==> config.mk <==
export PLATFORM = sky130hd
export DESIGN_NAME = cascadable_updown_counter
export DESIGN_NICKNAME = d
export VERILOG_FILES = /design/src/rtl/cascadable_counter_pkg.sv /design/src/rtl/counter_terminal_detect.sv /design/src/rtl/cascadable_updown_counter.sv
export SDC_FILE = /design/constraint.sdc
export NUM_CORES = 1
export LEC_CHECK = 0
export CAP_MARGIN = 15
export CORE_ASPECT_RATIO = 1.2
export CORE_MARGIN = 2
export CORE_UTILIZATION = 35
export DETAILED_ROUTE_END_ITERATION = 10
export PLACE_DENSITY = 0.67
export RECOVER_POWER = 25
export REMOVE_ABC_BUFFERS = 1
export SKIP_LAST_GASP = 1
export SLEW_MARGIN = 25
export SYNTH_ARGS = -nofsm -noshare
export SYNTH_HDL_FRONTEND = slang
export SYNTH_SLANG_ARGS = --single-unit
==> constraint.sdc <==
create_clock -name clk -period 3 [get_ports clk]
set_input_delay 0.9 -clock clk [delete_from_list [all_inputs] [get_ports clk]]
set_output_delay 0.9 -clock clk [all_outputs]
set_load 0.05 [all_outputs]
==> src/rtl/cascadable_counter_pkg.sv <==
// Shared definitions for the cascadable counter family: mode encoding and
// run/halt state.
package cascadable_counter_pkg;

   localparam logic [1:0] MODE_CLEAR = 2'b00;
   localparam logic [1:0] MODE_DOWN  = 2'b01;
   localparam logic [1:0] MODE_LOAD  = 2'b10;
   localparam logic [1:0] MODE_UP    = 2'b11;

   typedef enum logic {
      RUN  = 1'b0,
      HALT = 1'b1
   } cnt_state_e;

endpackage

==> src/rtl/counter_terminal_detect.sv <==
// Terminal-count detection shared by the counter next-state logic and the
// ripple-carry output.
module counter_terminal_detect
   import cascadable_counter_pkg::*;
#(
   parameter int WIDTH = 8
) (
   input  logic [WIDTH-1:0] q,
   input  logic [WIDTH-1:0] limit,
   input  logic [1:0]       mode,
   input  logic             entN,
   output logic             termUp,
   output logic             termDown,
   output logic             rcoN
);

   logic rco_active;

   always_comb begin
      // >= so a load above the limit still wraps on the next up count
      termUp     = (q >= limit);
      termDown   = (q == '0);
      rco_active = 1'b0;
      if (!entN) begin
         if (mode == MODE_UP)   rco_active = termUp;
         if (mode == MODE_DOWN) rco_active = termDown;
      end
      rcoN = ~rco_active;
   end

endmodule

==> src/rtl/cascadable_updown_counter.sv <==
// WIDTH-bit loadable up/down counter with modulo limit, one-shot halt,
// sticky wrap flag and active-low ripple-carry for cascading.
//
// state | meaning
// RUN   | counting enabled in modes 01/11
// HALT  | one-shot terminal reached; only clear or load leaves
module cascadable_updown_counter
   import cascadable_counter_pkg::*;
#(
   parameter int               WIDTH       = 8,
   parameter logic [WIDTH-1:0] RESET_VALUE = '0
) (
   input  logic             clk,
   input  logic             asyncResetN,
   input  logic [1:0]       mode,
   input  logic             enpN,
   input  logic             entN,
   input  logic [WIDTH-1:0] dataIn,
   input  logic [WIDTH-1:0] limit,
   input  logic             oneShot,
   input  logic             ackWrap,
   output logic [WIDTH-1:0] q,
   output logic             rcoN,
   output logic             wrapped,
   output logic             halted
);

   cnt_state_e       state_q, state_d;
   logic [WIDTH-1:0] q_q, q_d;
   logic             wrapped_q, wrapped_d;
   logic             enabled;
   logic             wrap_set;
   logic             term_up, term_down;

   counter_terminal_detect #(.WIDTH(WIDTH)) u_term (
      .q        (q_q),
      .limit    (limit),
      .mode     (mode),
      .entN     (entN),
      .termUp   (term_up),
      .termDown (term_down),
      .rcoN     (rcoN)
   );

   assign enabled = ~(enpN | entN);

   always_ff @(posedge clk or negedge asyncResetN) begin
      if (!asyncResetN) begin
         state_q   <= RUN;
         q_q       <= RESET_VALUE;
         wrapped_q <= 1'b0;
      end else begin
         state_q   <= state_d;
         q_q       <= q_d;
         wrapped_q <= wrapped_d;
      end
   end

   always_comb begin
      state_d  = state_q;
      q_d      = q_q;
      wrap_set = 1'b0;
      if (enabled) begin
         case (mode)
            MODE_CLEAR: begin
               q_d     = '0;
               state_d = RUN;
            end
            MODE_LOAD: begin
               q_d     = dataIn;
               state_d = RUN;
            end
            MODE_UP: begin
               if (state_q == RUN) begin
                  if (term_up) begin
                     wrap_set = 1'b1;
                     if (oneShot) state_d = HALT;
                     else         q_d     = '0;
                  end else begin
                     q_d = q_q + 1'b1;
                  end
               end
            end
            default: begin
               if (state_q == RUN) begin
                  if (term_down) begin
                     wrap_set = 1'b1;
                     if (oneShot) state_d = HALT;
                     else         q_d     = limit;
                  end else begin
                     q_d = q_q - 1'b1;
                  end
               end
            end
         endcase
      end
      // a new wrap outranks an acknowledge on the same edge
      if (wrap_set)     wrapped_d = 1'b1;
      else if (ackWrap) wrapped_d = 1'b0;
      else              wrapped_d = wrapped_q;
   end

   always_comb begin
      halted  = (state_q == HALT);
      q       = q_q;
      wrapped = wrapped_q;
   end

endmodule
==> results.md <==
* Status: finished, violations left
* Failing checks: setup timing
* Count of final setup violators at 1
* Placer Congestion at around 0.86
* Clk root buf: clkbuf_8
* 1st-pass router iterations at 5
* Final Slew Violations at 0
* Setup crit end kind: output pin
* Cell count after synthesis at roughly 150
* Top FF cell, synth: dfrtp_1
* Relative slew slack at about two thirds
* Die Span Y at approximately 72 um
* Post-route setup slack at -212.7 ps
* Yosys warnings at 0
* Max-cap violation count at 0
* Maximum clock path buffer count at 2
* WL met2 at between 2 and 2.5 mm
* Top Ports at 35
* Pin count of the biggest net entering global routing at 12
* Share of cells above drive strength 1 at a little over a third
* Total power at about 1.9 mW
* Vias in the first global route at roughly 1500
* Antenna violations before repair at 0
* Dpl hpwl at approximately 3.4 mm
* Post-synthesis cell area at 0.001340 sq mm
* Filler cells at about 360
* Number of synthesized flops with an enable pin at 0
* Placement Setup Slack at -753.8 ps
* H-tree levels at 1
* Detailed-route via count at between 1500 and 2000
* Syn_area_per_cell at roughly 8.8 sq um
* Fin. Hold Viols at 0
* Starting Density at a little over a third
* CTS tree: yes
* Cts bufs inserted at 3
* Die Area at about 0.0043 sq mm
* Number of distinct library cells after synthesis at 57
* CP startpoint kind: input pin
* Commonest non-fill, non-tap cell in the layout: buf_4
* Vias/cell at 5.493
* Final Non-Filler Cells at 274
* DRT met1 WL at about 1.7 mm
* ANT nets after route at 0
* Clk sink count at 10
* Clock skew at about 1.3 ps
* Worst path required time at roughly 2100 ps
* TNS Setup at -212.7 ps
* Post-route DRC violation count at 0
* Global-route usage over all layers at between 20% and 30%
* Tcrit/Tclk final at 107.1%
* Fraction of registers with async set/reset at 100.0%
* Clk Latency, worst-skew pair at 240 ps
* Area Growth Syn to Fin at 55.37%
* Routed wire length at 4.324 mm
* Critical Path Fanout Max at 3
* Critical path class: input pin to output pin
* Register area share after synthesis at 18.67%
* Routed wl met3 at 248 um
* Row Count at 24
* Pwr per Cell Area at between 900 and 1000 mW/mm^2
* LEAKAGE at ~0.86 nW
* Commonest non-fill, non-tap cells in the layout: buf_4 (40), clkdlybuf4s50_1 (24), nor2_1 (11), nand2_1 (11)
* Critical path arrival at between 2000 and 2500 ps
* DR WL/cell at around 16 um
* Final Util at 56.83%
* Placed Cells at roughly 260
* Clock transition at the registers of the reported paths at about 40 ps
* Gr ovfl total at 0
* Worst-Margin Slew at between 500 and 600 ps
* Antenna diode count at 0
* VDD IR-drop max at around 450 uV
* Nets at approximately 260
* Max Clock Freq at roughly 310 MHz
* CORE AREA at 0.003664 sq mm
* Unrepaired setup endpoints after global routing: true
* Drt initial violations at 48
* DIE WIDTH at between 60 and 70 um
* Global-route wire length before repair at ~7.0 mm
* Worst min path class: flip-flop to flip-flop
* DR top layer: met4
* Port-buffer cells at 34
* #FFs+latches synth at 10
* Min Tclk post-route at between 3000 and 4000 ps
-- per-stage QoR --
step	area [sq um]	hold WS, ps
detailed placement	1911	564.5
global placement	1911	521.3
global route	2082	576.8
CTS	2079	566.4
floorplan	1255	604.4
finish	2082	560.4
-- per-layer routing --
metal / vias up / track usage, %
met5: - / 0
li1: 714 / -
met1: 706 / 25.06
met3: 16 / 5.415
met4: 0 / 9.903
met2: 69 / 35.27
-- flip-flops by register name, summed over array words and instances, names as in the netlist --
name / flops
wrapped: 1
halted: 1
q: 8
-- Yosys cell counts (2+ instances only) --
master | n | area [sq um]
inv_1 | 13 | 48.80
nor2_1 | 12 | 45.04
ha_1 | 11 | 137.6
nand2_1 | 11 | 41.29
a21oi_1 | 10 | 50.05
dfrtp_1 | 10 | 250.2
o211ai_1 | 7 | 52.55
o2bb2ai_1 | 6 | 52.55
nand3_1 | 5 | 25.02
o21ai_0 | 5 | 25.02
and3_1 | 3 | 18.77
buf_6 | 3 | 33.78
o221ai_1 | 3 | 26.28
xnor2_1 | 3 | 26.28
a211oi_1 | 2 | 15.01
a221oi_1 | 2 | 17.52
clkbuf_8 | 2 | 27.53
nand2b_1 | 2 | 12.51
nor2b_1 | 2 | 12.51
o21a_1 | 2 | 15.01
o311a_1 | 2 | 20.02
o31ai_1 | 2 | 15.01
-- path summary, 6_finish.rpt --
kind | from | end | slack (ps) | cells past startpoint
worst min register to register | wrapped | wrapped | 560 | 2
max in group asynchronous | asyncResetN | q[5] | 1630 | 1
worst max-delay path | limit[4] | rcoN | -210 | 9
worst max register to register | q[0] | q[4] | 310 | 13
worst min-delay path | wrapped | wrapped | 560 | 2
min in group asynchronous | asyncResetN | q[0] | 1060 | 1
-- critical path: stages --
cell	delay, ps
buf_2	100
inv_1	40
ha_2	170
a211o_1	320
a21oi_4	180
o211ai_1	140
and3_1	190
nand3b_1	130
buf_12	150
-- logic make-up after synthesis --
group / count (synthesis) / share of synthesized area, %
AOI/OAI and AO/OA: 53 / 32.40
and+or+nand+nor: 53 / 24.84
buffers and inverters: 21 / 9.991
adders and majority gates: 11 / 10.27
DFF: 10 / 18.67
xor gates and xnor gates: 3 / 1.961
muxes: 2 / 1.867
-- layout make-up --
cell class | count | area [sq um] | share of cell area (%)
Inverter | 13 | 51.30 | 2.464
Timing Repair Buffer | 74 | 628.1 | 30.17
Multi-Input combinational cell | 122 | 1046 | 50.24
Tap cell | 52 | 65.06 | 3.125
Clock buffer | 3 | 41.29 | 1.983
Sequential cell | 10 | 250.2 | 12.02
-- power by group --
| part | leakage [nW] | switching, mW | internal (mW) |
|---|---|---|---|
| registers | 0.130 | 0.0927 | 0.188 |
| clock network | 0.0216 | 0.0501 | 0.0876 |
| logic | 0.705 | 0.817 | 0.700 |
-- repair_timing --
action                                  4_1_cts  5_1_grt
gates cloned                                  0        0
setup buffers                                 8        2
resized for setup                            40        7
hold endpoints to repair                      0        0
pin swaps                                    14       11
hold buffers                                  0        0
endpoints found under the setup margin        9        9
Power figures use the tool's default switching activity.
